<file path="src/rtl/byte_serial_adder_seq.sv">
// byte_serial_adder_seq
// Performs a WIDTH-bit add or subtract one byte per clock on an external
// 8-bit ripple-carry adder. The carry is registered between byte slices and
// the result is assembled byte by byte, so no wide combinational carry chain
// is needed. Subtraction is A + ~B + 1.
module byte_serial_adder_seq #(
    parameter int WIDTH = 32
) (
    input  logic             clk,
    input  logic             rst_n,
    input  logic             start,
    input  logic             sub,
    input  logic             cin,
    input  logic [WIDTH-1:0] op_a,
    input  logic [WIDTH-1:0] op_b,
    output logic [7:0]       add_a,
    output logic [7:0]       add_b,
    output logic             add_cy_in,
    input  logic [7:0]       add_sum,
    input  logic             add_cy_out,
    output logic             busy,
    output logic             done,
    output logic [WIDTH-1:0] result,
    output logic             cy_out,
    output logic             ovf,
    output logic             zero
);

    localparam int NBYTES = WIDTH / 8;
    localparam int IDXW   = (NBYTES > 1) ? $clog2(NBYTES) : 1;

    typedef enum logic [1:0] {
        IDLE = 2'd0,
        RUN  = 2'd1,
        DONE = 2'd2
    } state_t;

    state_t           state_r;
    state_t           state_nxt_s;

    logic [WIDTH-1:0] a_r;
    logic [WIDTH-1:0] b_r;
    logic [WIDTH-1:0] result_r;
    logic             carry_r;
    logic [IDXW-1:0]  idx_r;
    logic             cy_out_r;
    logic             ovf_r;
    logic             zero_r;
    logic             last_s;

    // The slice in progress is the most significant one.
    assign last_s = (idx_r == IDXW'(NBYTES - 1));

    // State register; reset aborts any operation in flight.
    always_ff @(posedge clk or negedge rst_n) begin
        if (!rst_n) begin
            state_r <= IDLE;
        end else begin
            state_r <= state_nxt_s;
        end
    end

    // Next-state logic: start only matters in IDLE, DONE lasts one cycle.
    always_comb begin
        state_nxt_s = state_r;
        case (state_r)
            IDLE: begin
                if (start) begin
                    state_nxt_s = RUN;
                end else begin
                    state_nxt_s = IDLE;
                end
            end
            RUN: begin
                if (last_s) begin
                    state_nxt_s = DONE;
                end else begin
                    state_nxt_s = RUN;
                end
            end
            DONE: begin
                state_nxt_s = IDLE;
            end
            default: begin
                state_nxt_s = IDLE;
            end
        endcase
    end

    // Operand capture, per-byte result assembly and final flag update.
    always_ff @(posedge clk or negedge rst_n) begin
        if (!rst_n) begin
            a_r      <= {WIDTH{1'b0}};
            b_r      <= {WIDTH{1'b0}};
            result_r <= {WIDTH{1'b0}};
            carry_r  <= 1'b0;
            idx_r    <= {IDXW{1'b0}};
            cy_out_r <= 1'b0;
            ovf_r    <= 1'b0;
            zero_r   <= 1'b0;
        end else begin
            case (state_r)
                IDLE: begin
                    if (start) begin
                        a_r     <= op_a;
                        b_r     <= sub ? ~op_b : op_b;
                        carry_r <= sub ? 1'b1 : cin;
                        idx_r   <= {IDXW{1'b0}};
                    end
                end
                RUN: begin
                    result_r[8*idx_r +: 8] <= add_sum;
                    carry_r                <= add_cy_out;
                    idx_r                  <= idx_r + IDXW'(1);
                    if (last_s) begin
                        cy_out_r <= add_cy_out;
                        // Operands of equal sign producing a result of the other sign.
                        ovf_r    <= (a_r[WIDTH-1] ~^ b_r[WIDTH-1]) &
                                    (a_r[WIDTH-1] ^ add_sum[7]);
                        // Lower bytes are already in result_r; MSB byte arrives now.
                        zero_r   <= (result_r[WIDTH-9:0] == {(WIDTH-8){1'b0}}) &
                                    (add_sum == 8'h00);
                    end
                end
                DONE: begin
                end
                default: begin
                end
            endcase
        end
    end

    // Adder operand steering: the current byte slice in RUN, zero elsewhere.
    always_comb begin
        add_a     = 8'h00;
        add_b     = 8'h00;
        add_cy_in = 1'b0;
        if (state_r == RUN) begin
            add_a     = a_r[8*idx_r +: 8];
            add_b     = b_r[8*idx_r +: 8];
            add_cy_in = carry_r;
        end else begin
            add_a     = 8'h00;
            add_b     = 8'h00;
            add_cy_in = 1'b0;
        end
    end

    assign busy   = (state_r == RUN);
    assign done   = (state_r == DONE);
    assign result = result_r;
    assign cy_out = cy_out_r;
    assign ovf    = ovf_r;
    assign zero   = zero_r;

endmodule

</file>
<file path="config.mk">
export PLATFORM = sky130hd
export DESIGN_NAME = byte_serial_adder_seq
export DESIGN_NICKNAME = d
export VERILOG_FILES = /design/src/rtl/byte_serial_adder_seq.sv
export SDC_FILE = /design/constraint.sdc
export NUM_CORES = 1
export LEC_CHECK = 0
export ABC_CLOCK_PERIOD_IN_PS = 6900
export CORE_ASPECT_RATIO = 0.7
export CORE_UTILIZATION = 30
export CTS_CLUSTER_SIZE = 12
export DETAILED_ROUTE_END_ITERATION = 8
export PLACE_DENSITY = 0.51
export SETUP_SLACK_MARGIN = 0.3
export SKIP_CTS_REPAIR_TIMING = 1
export SYNTH_ARGS = -nofsm -noshare
export SYNTH_HDL_FRONTEND = slang
export SYNTH_SLANG_ARGS = --single-unit
export TNS_END_PERCENT = 30
</file>
<file path="constraint.sdc">
create_clock -name clk -period 6.9 [get_ports clk]
set_input_delay 0.69 -clock clk [delete_from_list [all_inputs] [get_ports clk]]
set_output_delay 0.69 -clock clk [all_outputs]
set_load 0.03 [all_outputs]
</file>
[Word-level counts from Yosys, hierarchy flattened]
Cells that the tools add are included.
Cells by class
  add/sub/neg operators: 2
  eq/ne operators: 4
  shift operators: 4
  mux-type cells: 13
  bitwise operators: 5
  reduce and logical (&&, ||, !) cells: 7
Operator list (count)
  $shiftx A32 B6 Y8: 2
  $neg A5 Y34: 1
  $shift A8 B34 Y32 const A: 1
  $shiftx A8 B34 Y32: 1
  $bwmux W32: 1
  $mux W32: 1
  $not A32 Y32: 1
  $logic_not A24 Y1: 1
  $mux W8: 2
  $logic_not A8 Y1: 1
  $pmux W2 S2: 2
  $reduce_and A2 Y1: 3
  $eq A2 B2 Y1 const B: 2
  $mux W1: 4
  $mux W2: 2
  $add A2 B1 Y2 const B: 1
  $and A1 B1 Y1: 2
  $eq A2 B1 Y1 const B: 1
  $logic_not A2 Y1: 1
  $ne A2 B2 Y1 const B: 1
  $pmux W1 S2: 1
  $reduce_bool A2 Y1: 1
  $xnor A1 B1 Y1: 1
  $xor A1 B1 Y1: 1
Storage, ports and cells
  register bits after elaboration: 104
  input port bits: 78
  output and inout bits: 54
  logic and storage cells: 44

[Longest topological paths before layout]
  depth in word-level cells: 3
  mapped depth: 7
  gate-level depth less buffers: 5

[Worst setup path before layout]
Ideal clock, no wire load.
  path kind: register to output
  from: reg state_r[1]
  to: out add_a[6]
  arrival: 1.539 ns
  required time: 6.210 ns
  slack: 4.671 ns
  cell stages (with the launch flop): 6
  buffers on the path: 3
  cell sequence: dfrtp_1 buf_6 or2b_1 clkbuf_1 clkbuf_1 nor2b_1
Between the ends
  longest elaborated chain between the ends: 2
Ends and longest elaborated chain
  start: declaration: RTL line 38  | state_t state_r;
  start signal: assignment: RTL line 59  | state_r <= state_nxt_s;
  $eq A2 B1 Y1: RTL line 138  | if (state_r == RUN) begin
  $mux W8: RTL line 138
  end: declaration: RTL line 16  | output logic [7:0] add_a,
Every way passes these cells.

[Worst setup path after layout]
  from: reg state_r[0]
  to: out add_b[1]
Between the ends
  longest elaborated chain between the ends: 2
Ends and longest elaborated chain
  $eq A2 B1 Y1: RTL line 138
  $mux W8: RTL line 138
  end: declaration: RTL line 17  | output logic [7:0] add_b,
Every way passes these cells.

==> results.toml <==
[outcome]
status = "complete, no violations"

[logic_synthesis]
postSynthNetCount = 456
ys_ff_latch = 104
yosys.area.top_type = "dfrtp_1"
synth-seq-area-share_pct = 53.9
synth_top_area_share_pct = 53.9
syn_area_per_cell_um2 = 13.0
syn_area_um2 = 4830
synth-warning-count = 0
syn_inst = 373
yosysUniqueCellTypes = 36
synth_top_cells_by_area = "dfrtp_1 (54%), mux2_2 (7.7%), mux4_2 (7.5%)"

[sta]
setup-violations-final = 0
skew_ns = 0.00542
tns_ns = 0
max_slew.worst_pin.slew_ns = 1.01
relSlewSlack_pct = 32.7
hold_violations = 0
fin_ws_ns = 3.59
holdWs_ns = 0.319
min_period_ns = 3.31
fmaxAchievable_mhz = 302
slew_viol_final = 0
layout_worst_path_cycle_share_pct = 48.0
rsz0062_at_grt = "no"

[die]
core_area_um2 = 15600
dieArea_um2 = 16600
die_h_um = 108
start_util_pct = 31.0
io_pins = 132
die_w_um = 154
rows = 38

[worst_setup_path]
r2r.worst_path.cells = 4
reg2reg_slack_ns = 4.14
critPathBufInv = 1
critPathMaxFanout = 19
cp-startpoint = "state_r[0]$_DFF_PN0_"
path_cells = "or2b_1 > nor2b_1 > clkdlybuf4s50_1"
cp_data_arrival_time_ns = 2.62
cp.required_ns = 6.21
cpLargestDelayFamily = "simple AND/OR/NAND/NOR gates"
timing.rr.start = "idx_r[1]$_DFFE_PN0P_"
cp-end-kind = "primary output"
cp-start-kind = "register"
cp_slowest_cell = "clkdlybuf4s50_1"
r2r_end = "result[31]$_DFFE_PN0P_"
crit_path_max_incr_delay_ns = 0.71
path_class = "reg2out"

[final_layout]
utilization_pct = 42.5
antenna_cells = 0
design_area_um2 = 6630
final_cells = 699
layout_commonest_cell = "clkdlybuf4s50_1"
layout_common_cells = "clkdlybuf4s50_1 (129), dfrtp_1 (104), nor2_1 (36), a21oi_1 (35), mux2_2 (33)"
drive_gt1_share_pct = 16.0
synthToLayoutAreaGrowth_pct = 37.1
final_nets = 578

[clocking]
clk_pin_slew_ns = 0.07
cts_max_level = 3
cts_root_buffer = "clkbuf_16"
cts_buffer_depth = 2
cts_buffers = 9
cts_sinks = 104
cts_tree = "yes"
clk_latency_ns = 0.34

[route]
dr.pass1.iters = 4
routed_wl_um = 12200
avgRoutedWirePerCell_um = 17.5
drc = 0
vias = 3373
viasPerCell = 4.83
drt-initial-drc-count = 165
ant_nets = 0

[power]
leakagePower_nw = 2.66
finalPower_mw = 3.26
power.density_nw_per_um2 = 491
peakVddDrop_uv = 158

[placement]
portBuffers = 131
place_inst = 684
place_ws_ns = 3.48
placed_cell_area_um2 = 6280
gp_congestion = 0.728
place_hpwl_um = 8430

[global_route]
grt_pass1_wl_um = 20400
grt-ovfl-total = 0
grt_max_degree = 77
antenna_found_initial = 0
grt_pass1_vias = 3621
grtUsageTotal_pct = 15.9

[flow_run]
max-cap-violations = 0

[min_path]
hp-class = "in2async"
metal layers:
metal	global-route usage, %	share of wire (%)	up-vias
li1	-	-	1587
met1	22.4	49	1688
met2	24.4	45	86
met3	3.97	4.3	12
met4	4.07	1.3	0
met5	0	0	-
flip-flops by register name (all words and copies together) (netlist names):
name and cells:
idx_r 2, b_r 32, ovf 1, cy_out 1
state_r 2, a_r 32, result 32, carry_r 1
zero 1
area by class of cell:
cell class | instances | area [um^2]
clock inverter | 5 | 104
multi-input combinational | 240 | 2080
tap | 200 | 250
sequential | 104 | 2600
inverter | 6 | 22.5
fill | 1443 | 8970
timing repair buffer | 134 | 1330
clock buffer | 10 | 239
logic make-up after synthesis:
family	Yosys count	synth area share (%)
multiplexers	49	15.1
AND/OR/NAND/NOR	80	10.3
flip-flops	104	53.9
AO/OA/AOI/OAI	74	10.4
adder cells (fa/ha/maj)	5	1.29
XOR/XNOR	32	5.80
buffers and inverters	29	3.18
cells in the mapped netlist:
cell type  number
clkbuf_1        6
or2b_1          1
nor4b_4         2
nor2b_1        16
a22o_2          1
o21bai_1        1
a21oi_1        35
nor2_1         36
mux2_2         33
buf_2          13
nor3b_2         1
mux4_2         16
or3b_4          1
ha_1            5
buf_6           2
nor4_1          8
buf_4           1
nand4_1         2
nand3b_4        1
or4b_2          1
clkbuf_8        1
nand2_1         3
and3b_1         1
o21ai_0         3
and2b_1         1
xnor2_1        32
inv_1           5
and3_1          1
a22o_1         32
nand3b_2        1
dfrtp_1       104
o31ai_1         1
nor3_4          2
o22ai_1         1
inv_2           1
nand3b_1        2
how the worst max path moves through the flow:
stage                                      to  slack, ns  depth (start not counted)
after floorplan                      add_a[6]       4.67                          5
after global placement    a_r[29]$_DFFE_PN0P_       3.56                          4
after detailed placement  a_r[26]$_DFFE_PN0P_       3.48                          4
after CTS                            add_b[0]       3.51                          4
after global routing                 add_b[1]       3.39                          4
final                                add_b[1]       3.59                          3
worst reg2reg max path, delay by kind of cell (launching register included):
kind	cells	cell delay, ns
compound gates	1	0.21
fa+ha+maj	1	0.31
flops	1	1.00
simple gates	2	1.18
report_power, final:
| group | internal [mW] | total (mW) | switching [mW] |
|---|---|---|---|
| sequential | 0.885 | 1.09 | 0.204 |
| clock | 0.363 | 0.588 | 0.225 |
| combinational | 0.774 | 1.58 | 0.804 |
| total | 2.02 | 3.26 | 1.23 |
Note: power is estimated with default switching activity, not from simulation.
